### src/rtl/vector_ram_arb_pkg.sv
// Shared types, constants and the round-robin pick helper for vector_ram_arbiter.
package vector_ram_arb_pkg;

   localparam int unsigned DEF_NUM_REQ  = 4;
   localparam int unsigned DEF_ID_WIDTH = $clog2(DEF_NUM_REQ);
   localparam int unsigned STAT_WIDTH   = 32;

   // Requester ID for the default configuration
   typedef logic [DEF_ID_WIDTH-1:0] req_id_t;

   // Result of a round-robin scan: winning index and whether anyone was eligible
   typedef struct packed {
      logic       found;
      logic [7:0] id;
   } pick_t;

   // First set bit of mask scanning ptr, ptr+1, ... modulo n (n <= 32, ptr < n)
   function automatic pick_t rr_pick(input logic [31:0] mask,
                                     input logic [5:0]  ptr,
                                     input logic [5:0]  n);
      pick_t      r;
      logic [5:0] idx;
      r = '0;
      for (int k = 0; k < 32; k++) begin
         idx = ptr + 6'(k);
         if (idx >= n) idx = idx - n;
         if (!r.found && (6'(k) < n) && mask[idx[4:0]]) begin
            r.found = 1'b1;
            r.id    = 8'(idx);
         end
      end
      return r;
   endfunction

endpackage

### src/rtl/vector_ram_arb_tag_fifo.sv
// In-order FIFO of requester IDs for reads still waiting on their response beat.
module vector_ram_arb_tag_fifo #(
   parameter int unsigned DEPTH = 8,
   parameter int unsigned W     = 2
) (
   input  logic         clk,
   input  logic         rst,
   input  logic         push,
   input  logic         pop,
   input  logic [W-1:0] din,
   output logic [W-1:0] dout,
   output logic         full,
   output logic         empty
);

   localparam int unsigned AW      = $clog2(DEPTH);
   localparam logic [AW:0] PTR_ONE = (AW+1)'(1);

   logic [AW:0]  wr_ptr;
   logic [AW:0]  rd_ptr;
   logic [W-1:0] mem [DEPTH];
   logic         do_push;
   logic         do_pop;

   // Status flags and guarded push/pop strobes
   always_comb begin
      empty   = (wr_ptr == rd_ptr);
      full    = (wr_ptr[AW] != rd_ptr[AW]) && (wr_ptr[AW-1:0] == rd_ptr[AW-1:0]);
      do_push = push && !full;
      do_pop  = pop && !empty;
      dout    = mem[rd_ptr[AW-1:0]];
   end

   // Pointer update; reset discards all entries
   always_ff @(posedge clk or posedge rst) begin
      if (rst) begin
         wr_ptr <= '0;
         rd_ptr <= '0;
      end else begin
         if (do_push) wr_ptr <= wr_ptr + PTR_ONE;
         if (do_pop)  rd_ptr <= rd_ptr + PTR_ONE;
      end
   end

   // Storage write
   always_ff @(posedge clk) begin
      if (do_push) mem[wr_ptr[AW-1:0]] <= din;
   end

endmodule

### src/rtl/vector_ram_arbiter.sv
// Round-robin arbiter sharing one vector_ram channel between NUM_REQ requesters.
// Optional statistics counters are enabled with `define VECTOR_RAM_ARB_STATS_EN.
module vector_ram_arbiter
   import vector_ram_arb_pkg::*;
#(
   parameter int unsigned NUM_REQ        = 4,
   parameter int unsigned PARALLELISM    = 4,
   parameter int unsigned ADDR_WIDTH     = 5,
   parameter int unsigned DATA_WIDTH     = 32,
   parameter int unsigned TAG_FIFO_DEPTH = 8
) (
   input  logic                                                   clk,
   input  logic                                                   rst,
   input  logic [NUM_REQ-1:0]                                     s_valid,
   output logic [NUM_REQ-1:0]                                     s_ready,
   input  logic [NUM_REQ-1:0]                                     s_write,
   input  logic [NUM_REQ-1:0][PARALLELISM-1:0][ADDR_WIDTH-1:0]    s_addr,
   input  logic [NUM_REQ-1:0][PARALLELISM-1:0][DATA_WIDTH-1:0]    s_wdata,
   output logic [NUM_REQ-1:0]                                     s_rvalid,
   input  logic [NUM_REQ-1:0]                                     s_rready,
   output logic [PARALLELISM-1:0][DATA_WIDTH-1:0]                 s_rdata,
   output logic                                                   m_valid,
   input  logic                                                   m_ready,
   output logic                                                   m_write,
   output logic [PARALLELISM-1:0][ADDR_WIDTH-1:0]                 m_addr,
   output logic [PARALLELISM-1:0][DATA_WIDTH-1:0]                 m_wdata,
   input  logic                                                   m_rvalid,
   output logic                                                   m_rready,
   input  logic [PARALLELISM-1:0][DATA_WIDTH-1:0]                 m_rdata,
   output logic                                                   err_orphan
`ifdef VECTOR_RAM_ARB_STATS_EN
   ,
   output logic [NUM_REQ-1:0][STAT_WIDTH-1:0]                     grant_cnt,
   output logic [NUM_REQ-1:0][STAT_WIDTH-1:0]                     stall_cnt
`endif
);

   localparam int unsigned         ID_WIDTH = $clog2(NUM_REQ);
   localparam logic [ID_WIDTH-1:0] ID_ONE   = ID_WIDTH'(1);
   localparam logic [ID_WIDTH-1:0] ID_LAST  = ID_WIDTH'(NUM_REQ - 1);

   typedef enum logic {ST_OPEN, ST_LOCKED} state_t;

   state_t              state;
   state_t              state_nxt;
   logic [ID_WIDTH-1:0] rr_ptr;
   logic [ID_WIDTH-1:0] rr_ptr_nxt;
   logic [ID_WIDTH-1:0] locked_id;
   logic [ID_WIDTH-1:0] locked_id_nxt;
   logic [ID_WIDTH-1:0] grant;
   logic [ID_WIDTH-1:0] head;
   logic [NUM_REQ-1:0]  eligible;
   pick_t               pick;
   logic                grant_ok;
   logic                hs;
   logic                tag_push;
   logic                tag_pop;
   logic                tag_full;
   logic                tag_empty;

   // Eligibility (reads blocked while the tag FIFO is full) and round-robin scan
   always_comb begin
      eligible = '0;
      for (int i = 0; i < NUM_REQ; i++) begin
         eligible[i] = s_valid[i] && (s_write[i] || !tag_full);
      end
      pick = rr_pick(32'(eligible), 6'(rr_ptr), 6'(NUM_REQ));
   end

   // Grant selection, request mux, and lock/pointer next-state
   always_comb begin
      state_nxt     = state;
      rr_ptr_nxt    = rr_ptr;
      locked_id_nxt = locked_id;
      s_ready       = '0;

      grant    = (state == ST_LOCKED) ? locked_id : pick.id[ID_WIDTH-1:0];
      grant_ok = (state == ST_LOCKED) || (pick.found && (pick.id < 8'(NUM_REQ)));

      m_valid = grant_ok && s_valid[grant];
      m_write = s_write[grant];
      m_addr  = s_addr[grant];
      m_wdata = s_wdata[grant];
      if (grant_ok) s_ready[grant] = m_ready;

      hs       = m_valid && m_ready;
      tag_push = hs && !m_write;

      if (hs) begin
         state_nxt  = ST_OPEN;
         rr_ptr_nxt = (grant == ID_LAST) ? '0 : grant + ID_ONE;
      end else if (m_valid) begin
         state_nxt     = ST_LOCKED;
         locked_id_nxt = grant;
      end
   end

   // Response routing to the requester at the head of the tag FIFO
   always_comb begin
      s_rvalid = '0;
      s_rdata  = m_rdata;
      m_rready = s_rready[head] && !tag_empty;
      if (!tag_empty) s_rvalid[head] = m_rvalid;
      tag_pop = m_rvalid && m_rready;
   end

   // Lock state and round-robin pointer registers
   always_ff @(posedge clk or posedge rst) begin
      if (rst) begin
         state     <= ST_OPEN;
         rr_ptr    <= '0;
         locked_id <= '0;
      end else begin
         state     <= state_nxt;
         rr_ptr    <= rr_ptr_nxt;
         locked_id <= locked_id_nxt;
      end
   end

   // Sticky flag for a response beat with no outstanding read
   always_ff @(posedge clk or posedge rst) begin
      if (rst) err_orphan <= 1'b0;
      else if (m_rvalid && tag_empty) err_orphan <= 1'b1;
   end

   vector_ram_arb_tag_fifo #(
      .DEPTH (TAG_FIFO_DEPTH),
      .W     (ID_WIDTH)
   ) u_tag_fifo (
      .clk   (clk),
      .rst   (rst),
      .push  (tag_push),
      .pop   (tag_pop),
      .din   (grant),
      .dout  (head),
      .full  (tag_full),
      .empty (tag_empty)
   );

`ifdef VECTOR_RAM_ARB_STATS_EN
   localparam logic [STAT_WIDTH-1:0] STAT_ONE = STAT_WIDTH'(1);

   // Saturating per-requester grant and stall counters
   always_ff @(posedge clk or posedge rst) begin
      if (rst) begin
         grant_cnt <= '0;
         stall_cnt <= '0;
      end else begin
         for (int i = 0; i < NUM_REQ; i++) begin
            if (hs && (grant == ID_WIDTH'(i)) && (grant_cnt[i] != '1))
               grant_cnt[i] <= grant_cnt[i] + STAT_ONE;
            if (s_valid[i] && !s_ready[i] && (stall_cnt[i] != '1))
               stall_cnt[i] <= stall_cnt[i] + STAT_ONE;
         end
      end
   end
`endif

endmodule

### config.mk
export PLATFORM = sky130hd
export DESIGN_NAME = vector_ram_arbiter
export DESIGN_NICKNAME = d
export VERILOG_FILES = /design/src/rtl/vector_ram_arb_pkg.sv /design/src/rtl/vector_ram_arb_tag_fifo.sv /design/src/rtl/vector_ram_arbiter.sv
export SDC_FILE = /design/constraint.sdc
export NUM_CORES = 1
export LEC_CHECK = 0
export CORE_AREA = 2 2 394 396
export CTS_CLUSTER_SIZE = 28
export DETAILED_ROUTE_END_ITERATION = 7
export DIE_AREA = 0 0 396 398
export DONT_BUFFER_PORTS = 1
export GPL_TIMING_DRIVEN = 1
export PLACE_DENSITY = 0.3
export SYNTH_ARGS = -nofsm -noshare
export SYNTH_HDL_FRONTEND = slang
export SYNTH_SLANG_ARGS = --single-unit
### constraint.sdc
create_clock -name clk -period 4.7 [get_ports clk]
set_input_delay 0.94 -clock clk [delete_from_list [all_inputs] [get_ports clk]]
set_output_delay 0.94 -clock clk [all_outputs]
set_load 0.03 [all_outputs]
==> impl_metrics.tcl, run 1 <==
set metrics [dict create \
    synth.cell_area_um2 7630 \
    antenna_left 0 \
    cp_num_buf_inv 6 \
    detail_route.wl_per_cell_um 29.7 \
    multi_input_area_um2 6900 \
    via_count 10034 \
    worstPathRequired_ps 3760 \
    start_util 0.0498 \
    place_hpwl_mm 83.7 \
    finalSetupViolations 19 \
    rows 144 \
    post-route-util 0.0968 \
    drive_above_1_share 0.564 \
    gp_congestion 0.843 \
    synth_edf_count 16 \
    die_area_um2 158000 \
    run_status "finished with violations" \
    crit_top_cell "buf_12" \
    async_flop_share 0.467 \
    via_per_inst 3.01 \
    hp-class "flop to flop" \
    core-area_um2 153000 \
    grt_pass1_wl_mm 113 \
    cts_root_buf "clkbuf_16" \
    cts.reportedPaths.clkPinSlew_ps 50 \
    synth_area_leaders "mux2_2 21%, nand2_1 15%, buf_4 13%" \
    synthCells 1142 \
    syn-num-nets 1887 \
    yosysTopAreaCell "mux2_2" \
    grt_max_degree 55 \
    cts_tree "yes" \
    finalMaxSlewViolations 0 \
    fin_worst_skew_ps 4.87 \
    critPathArrivalTime_ps 3810 \
    placed_area_um2 12200 \
    cp_cell_sequence "xor2_1 > or4_4 > o21ai_4 > buf_6 > o22a_1 > nand4_1 > o21ai_2 > nand2b_4 > buf_12 > buf_16 > buf_12 > mux2_2 > nor2_4 > buf_6 > a31oi_2 > buf_12" \
    crit_type "flop to primary output" \
    clock_path_buffers 2 \
    nFillCells 17771 \
    max_clock_freq_mhz 210 \
    setup_tns_ps -247 \
    antenna_found_initial 144 \
    clk_latency_ps 270 \
    synthToLayoutAreaGrowth_pct 94.6 \
    ys_types 60 \
    ys.flop_type "edfxtp_1" \
    nNetsFinal 1999 \
    max_cap_viol_count 0 \
    cts_sinks 30 \
    min_period_ps 4750 \
    slew_headroom 0.569 \
    dr.pass1.iters 7 \
    critical_path.max_fanout 7 \
    synth_top_area_share 0.205 \
    drt_iter0_markers 835 \
    start_kind "flop" \
    tightest_slew_ps 646 \
    setup_ws_ps -51.3 \
    track_usage 0.113 \
    io_buffers 0 \
    drc 0 \
    regArea_um2 831 \
    synth_seq_cells 30 \
    rsz0062_at_grt "yes" \
    violations "setup timing" \
    yosysSeqAreaShare 0.109 \
    cp_slowest_cell "or4_4" \
    avgSynthCellArea_um2 6.68 \
    end_kind "primary output" \
    fin_area_um2 14800 \
    die_height_um 398 \
    finalCritPeriodShare 1.01 \
    io_pins 1024 \
    critPathTopFamily "simple AND/OR/NAND/NOR gates" \
    gr-total-overflow 0 \
    fp.dieW_um 396 \
    pre_cts_slack_ps -339 \
    postCtsHoldBufs 0 \
    slowest_delay_ps 630 \
    numCtsBuffers 5 \
    h-tree-depth 2 \
    wl_mm 98.9 \
    synth.yosys.warnings 0 \
    hold_viol_final 0 \
    grt_pass1_vias 8979 \
]
[cells in the mapped netlist (3+ instances only)]
cell       number
a21oi_1         3
a31oi_1       148
and2_1          3
and3_1          5
buf_1           9
buf_2          16
buf_4         128
buf_6           3
clkbuf_1       63
dfrtp_1        14
edfxtp_1       16
ha_1            9
inv_1          12
mux2_1         14
mux2_2        139
mux2i_1         4
mux4_2          8
nand2_1       307
nand2b_1        4
nand3b_1        3
nand4_1         4
nor2_1        159
nor3_1          3
nor4_1          3
nor4b_1         3
o2111ai_1       4
o21ai_0         6
o21ai_1         3
o21ai_2         3
or3_1           3
xnor2_1         5
xor2_1          4
[placed cells by master, fill, tap and decap left out, types with 4 or more instances in the layout]
master / count
edfxtp_1: 16
o21ai_0: 5
nor2_1: 90
nand2_1: 306
mux2i_1: 4
nor2_2: 50
buf_8: 6
a31oi_1: 15
ha_1: 9
xor2_1: 4
inv_1: 11
buf_12: 62
nand4_1: 4
a31oi_2: 115
o21ai_4: 4
nor2_4: 19
xnor2_1: 5
dfrtp_1: 14
diode_2: 36
buf_6: 53
and3_1: 5
mux4_2: 8
buf_16: 21
buf_4: 163
a31oi_4: 18
mux2_2: 117
clkbuf_16: 21
mux2_4: 24
mux2_1: 12
[logic make-up after synthesis]
kind of cell    count (synthesis)  share of synthesized area
fa+ha+maj                       9                     0.0148
buf+inv                       233                      0.183
compound gates                187                      0.160
flops                          30                      0.109
xor+xnor                        9                     0.0103
mux                           165                      0.255
simple gates                  509                      0.269
[timing repair]
item | 4_1_cts | 5_1_grt
endpoints found under the setup margin | 153 | 152
pin swaps | 10 | 13
resized for setup | 92 | 177
buffers inserted | 21 | 37
cloned | 11 | 16
[worst paths after layout]
kind	endpoint	startpoint	cells after the start	slack [ps]
max	m_wdata[25]	u_tag_fifo.wr_ptr[0]	16	-50
min	locked_id[1]	locked_id[1]	1	500
max reg2reg	u_tag_fifo.wr_ptr[2]	u_tag_fifo.wr_ptr[0]	13	270
min reg2reg	locked_id[1]	locked_id[1]	1	500
max in group asynchronous	err_orphan	rst	1	3640
min in group asynchronous	locked_id[0]	rst	1	640
[metal layers]
layer / up-vias / global-route usage / wire (um)
met1: 4711 / 0.131 / 39000
met4: 30 / 0.0232 / 2930
met3: 258 / 0.0682 / 13200
met5: - / 0.0221 / 184
li1: 4113 / - / -
met2: 922 / 0.175 / 43600
[worst register-to-register path, delay by kind of cell (launching register included)]
kind	cells	cell delay (ps)
mux	1	570
flops	1	380
simple gates	3	1430
xor+xnor	2	340
compound gates	4	980
buf+inv	3	630
[per-stage QoR]
stage	hold slack (ps)	std cells
CTS	501	3247
finish	500	3335
detailed placement	482	3208
global route	511	3325
global placement	477	3208
floorplan	455	1142
[cell type report]
cell class,count,area share
Inverter,14,0.00489
Tap cell,2044,0.172
Multi-Input combinational cell,879,0.464
Clock inverter,3,0.00430
Timing Repair Buffer,323,0.283
Timing Repair inverter,1,0.00110
Antenna cell,36,0.00607
Clock buffer,5,0.00843
Sequential cell,30,0.0560
[flip-flops by register name (all words and copies together) (netlist names)]
signal,count
u_tag_fifo.rd_ptr,4
u_tag_fifo.mem,16
locked_id,2
rr_ptr,2
state,1
err_orphan,1
u_tag_fifo.wr_ptr,4
Power of run 1 is not shown: default switching activity piles up to over one toggle a cycle in this logic, so the estimate is an artifact.
==> inputs of run 2 (changes only) <==
Settings changed: CORE_AREA 2 2 394 396 to 2 2 396 398, DIE_AREA 0 0 396 398 to 0 0 398 400, DONT_BUFFER_PORTS 1 to not set, PLACE_DENSITY 0.3 to 0.36.
==> run 2 against run 1 <==
The flow still finishes with violations (setup timing); cell area is 77% higher; setup slack worse by 230 ps; via count increased by 30%; clock skew down 0.64 ps; utilization grew 7.2 points.
==> impl_metrics.tcl, run 2 (synthesized netlist as in run 1, its figures left out) <==
set metrics [dict create \
    final_common_cell "clkdlybuf4s50_1" \
    grt_pass1_wl_mm 139 \
    place_hpwl_mm 92.1 \
    crit_type "flop to primary output" \
    cts_sinks 30 \
    io_buffers 767 \
    postCtsHoldBufs 0 \
    hold_viol_final 0 \
    critPathArrivalTime_ps 4040 \
    gp_congestion 0.873 \
    antenna_left 0 \
    synthToLayoutAreaGrowth_pct 244 \
    tightest_slew_ps 685 \
    slew_headroom 0.540 \
    worstPathRequired_ps 3760 \
    cts_tree "yes" \
    drt_iter0_markers 806 \
    violations "setup timing" \
    fin_worst_skew_ps 4.23 \
    dr.pass1.iters 7 \
    numCtsBuffers 5 \
    max_clock_freq_mhz 201 \
    cts.reportedPaths.clkPinSlew_ps 50 \
    via_count 13071 \
    setup_ws_ps -281 \
    wl_mm 115 \
    fp.dieW_um 398 \
    rsz0062_at_grt "yes" \
    clk_latency_ps 280 \
    end_kind "primary output" \
    hp-class "flop to flop" \
    finalCritPeriodShare 1.06 \
    start_kind "flop" \
    post-route-util 0.169 \
    antenna_found_initial 117 \
    run_status "finished with violations" \
    core-area_um2 155000 \
    critical_path.max_fanout 7 \
    grt_max_degree 32 \
    nNetsFinal 2789 \
    detail_route.wl_per_cell_um 28.0 \
    die_area_um2 159000 \
    max_cap_viol_count 0 \
    track_usage 0.134 \
    finalSetupViolations 152 \
    min_period_ps 4980 \
    io_pins 1024 \
    final_cell_mix "607 x clkdlybuf4s50_1, 213 x nand2_1, 148 x buf_4" \
    gr-total-overflow 0 \
    die_height_um 400 \
    drive_above_1_share 0.519 \
    fin_area_um2 26200 \
    clock_path_buffers 2 \
    start_util 0.0492 \
    placed_area_um2 19300 \
    finalMaxSlewViolations 0 \
    via_per_inst 3.17 \
    rows 145 \
    cts_root_buf "clkbuf_16" \
    h-tree-depth 2 \
    drc 0 \
    grt_pass1_vias 12920 \
    largest_register_ffs 16 \
]
-- run 2: layout make-up --
type / instances / area [um^2]
Antenna cell: 17 / 42.5
Clock buffer: 5 / 125
Clock inverter: 3 / 16.3
Fill cell: 17431 / 129000
Inverter: 14 / 86.3
Multi-Input combinational cell: 879 / 9100
Sequential cell: 30 / 831
Tap cell: 2058 / 2570
Timing Repair Buffer: 1113 / 13400
Timing Repair inverter: 1 / 30.0
-- run 2: worst paths after layout --
path	end	start	slack (ps)	cells after the start
min in group asynchronous	err_orphan	rst	1070	2
max	m_addr[12]	u_tag_fifo.wr_ptr[2]	-280	17
max in group asynchronous	u_tag_fifo.wr_ptr[3]	rst	3200	2
min	locked_id[0]	locked_id[0]	510	1
max reg2reg	u_tag_fifo.wr_ptr[2]	u_tag_fifo.wr_ptr[2]	180	15
min reg2reg	locked_id[0]	locked_id[0]	510	1
-- run 2: repair_timing --
action,CTS,global route
pin swaps,86,143
endpoints found under the hold margin,0,0
buffers inserted,117,64
setup endpoints to repair,154,164
gates resized for setup,603,364
gates cloned,38,18
-- run 2: stage by stage --
step	setup WS, ps	instances	TNS (ps)	hold WS (ps)
after floorplan	-27.5	1142	-177	455
after CTS	-293	4042	-29240	512
final	-281	4120	-22080	506
after detailed placement	-680	3885	-63350	488
after global routing	-359	4112	-38240	523
after global placement	-640	3885	-55410	489
-- run 2: critical path: stages, from the launching register on --
cell and delay, ps:
dfrtp_1 400, xor2_2 190, or4_4 580, buf_6 170
o21ai_4 200, mux4_2 320, nand4_1 150, o21ai_2 200
nand2b_4 190, buf_12 160, buf_12 120, buf_16 160
buf_12 120, mux2_4 330, nor2_4 100, buf_6 140
a31oi_4 40, buf_6 150
-- run 2: routing by layer --
layer | GRT usage | wire (um) | up-vias
met1 | 0.165 | 46600 | 6214
li1 | - | - | 5698
met2 | 0.211 | 51800 | 878
met4 | 0.0150 | 2450 | 40
met5 | 0 | 250 | -
met3 | 0.0698 | 14200 | 241
Power of run 2 is left out for the same reason.
==> inputs of run 3 (changes only) <==
Settings changed: CAP_MARGIN set to 20.
==> results of run 3 <==
The final DEF is identical to that of run 2; final timing and power are the same.
Power of run 3 is left out for the same reason.
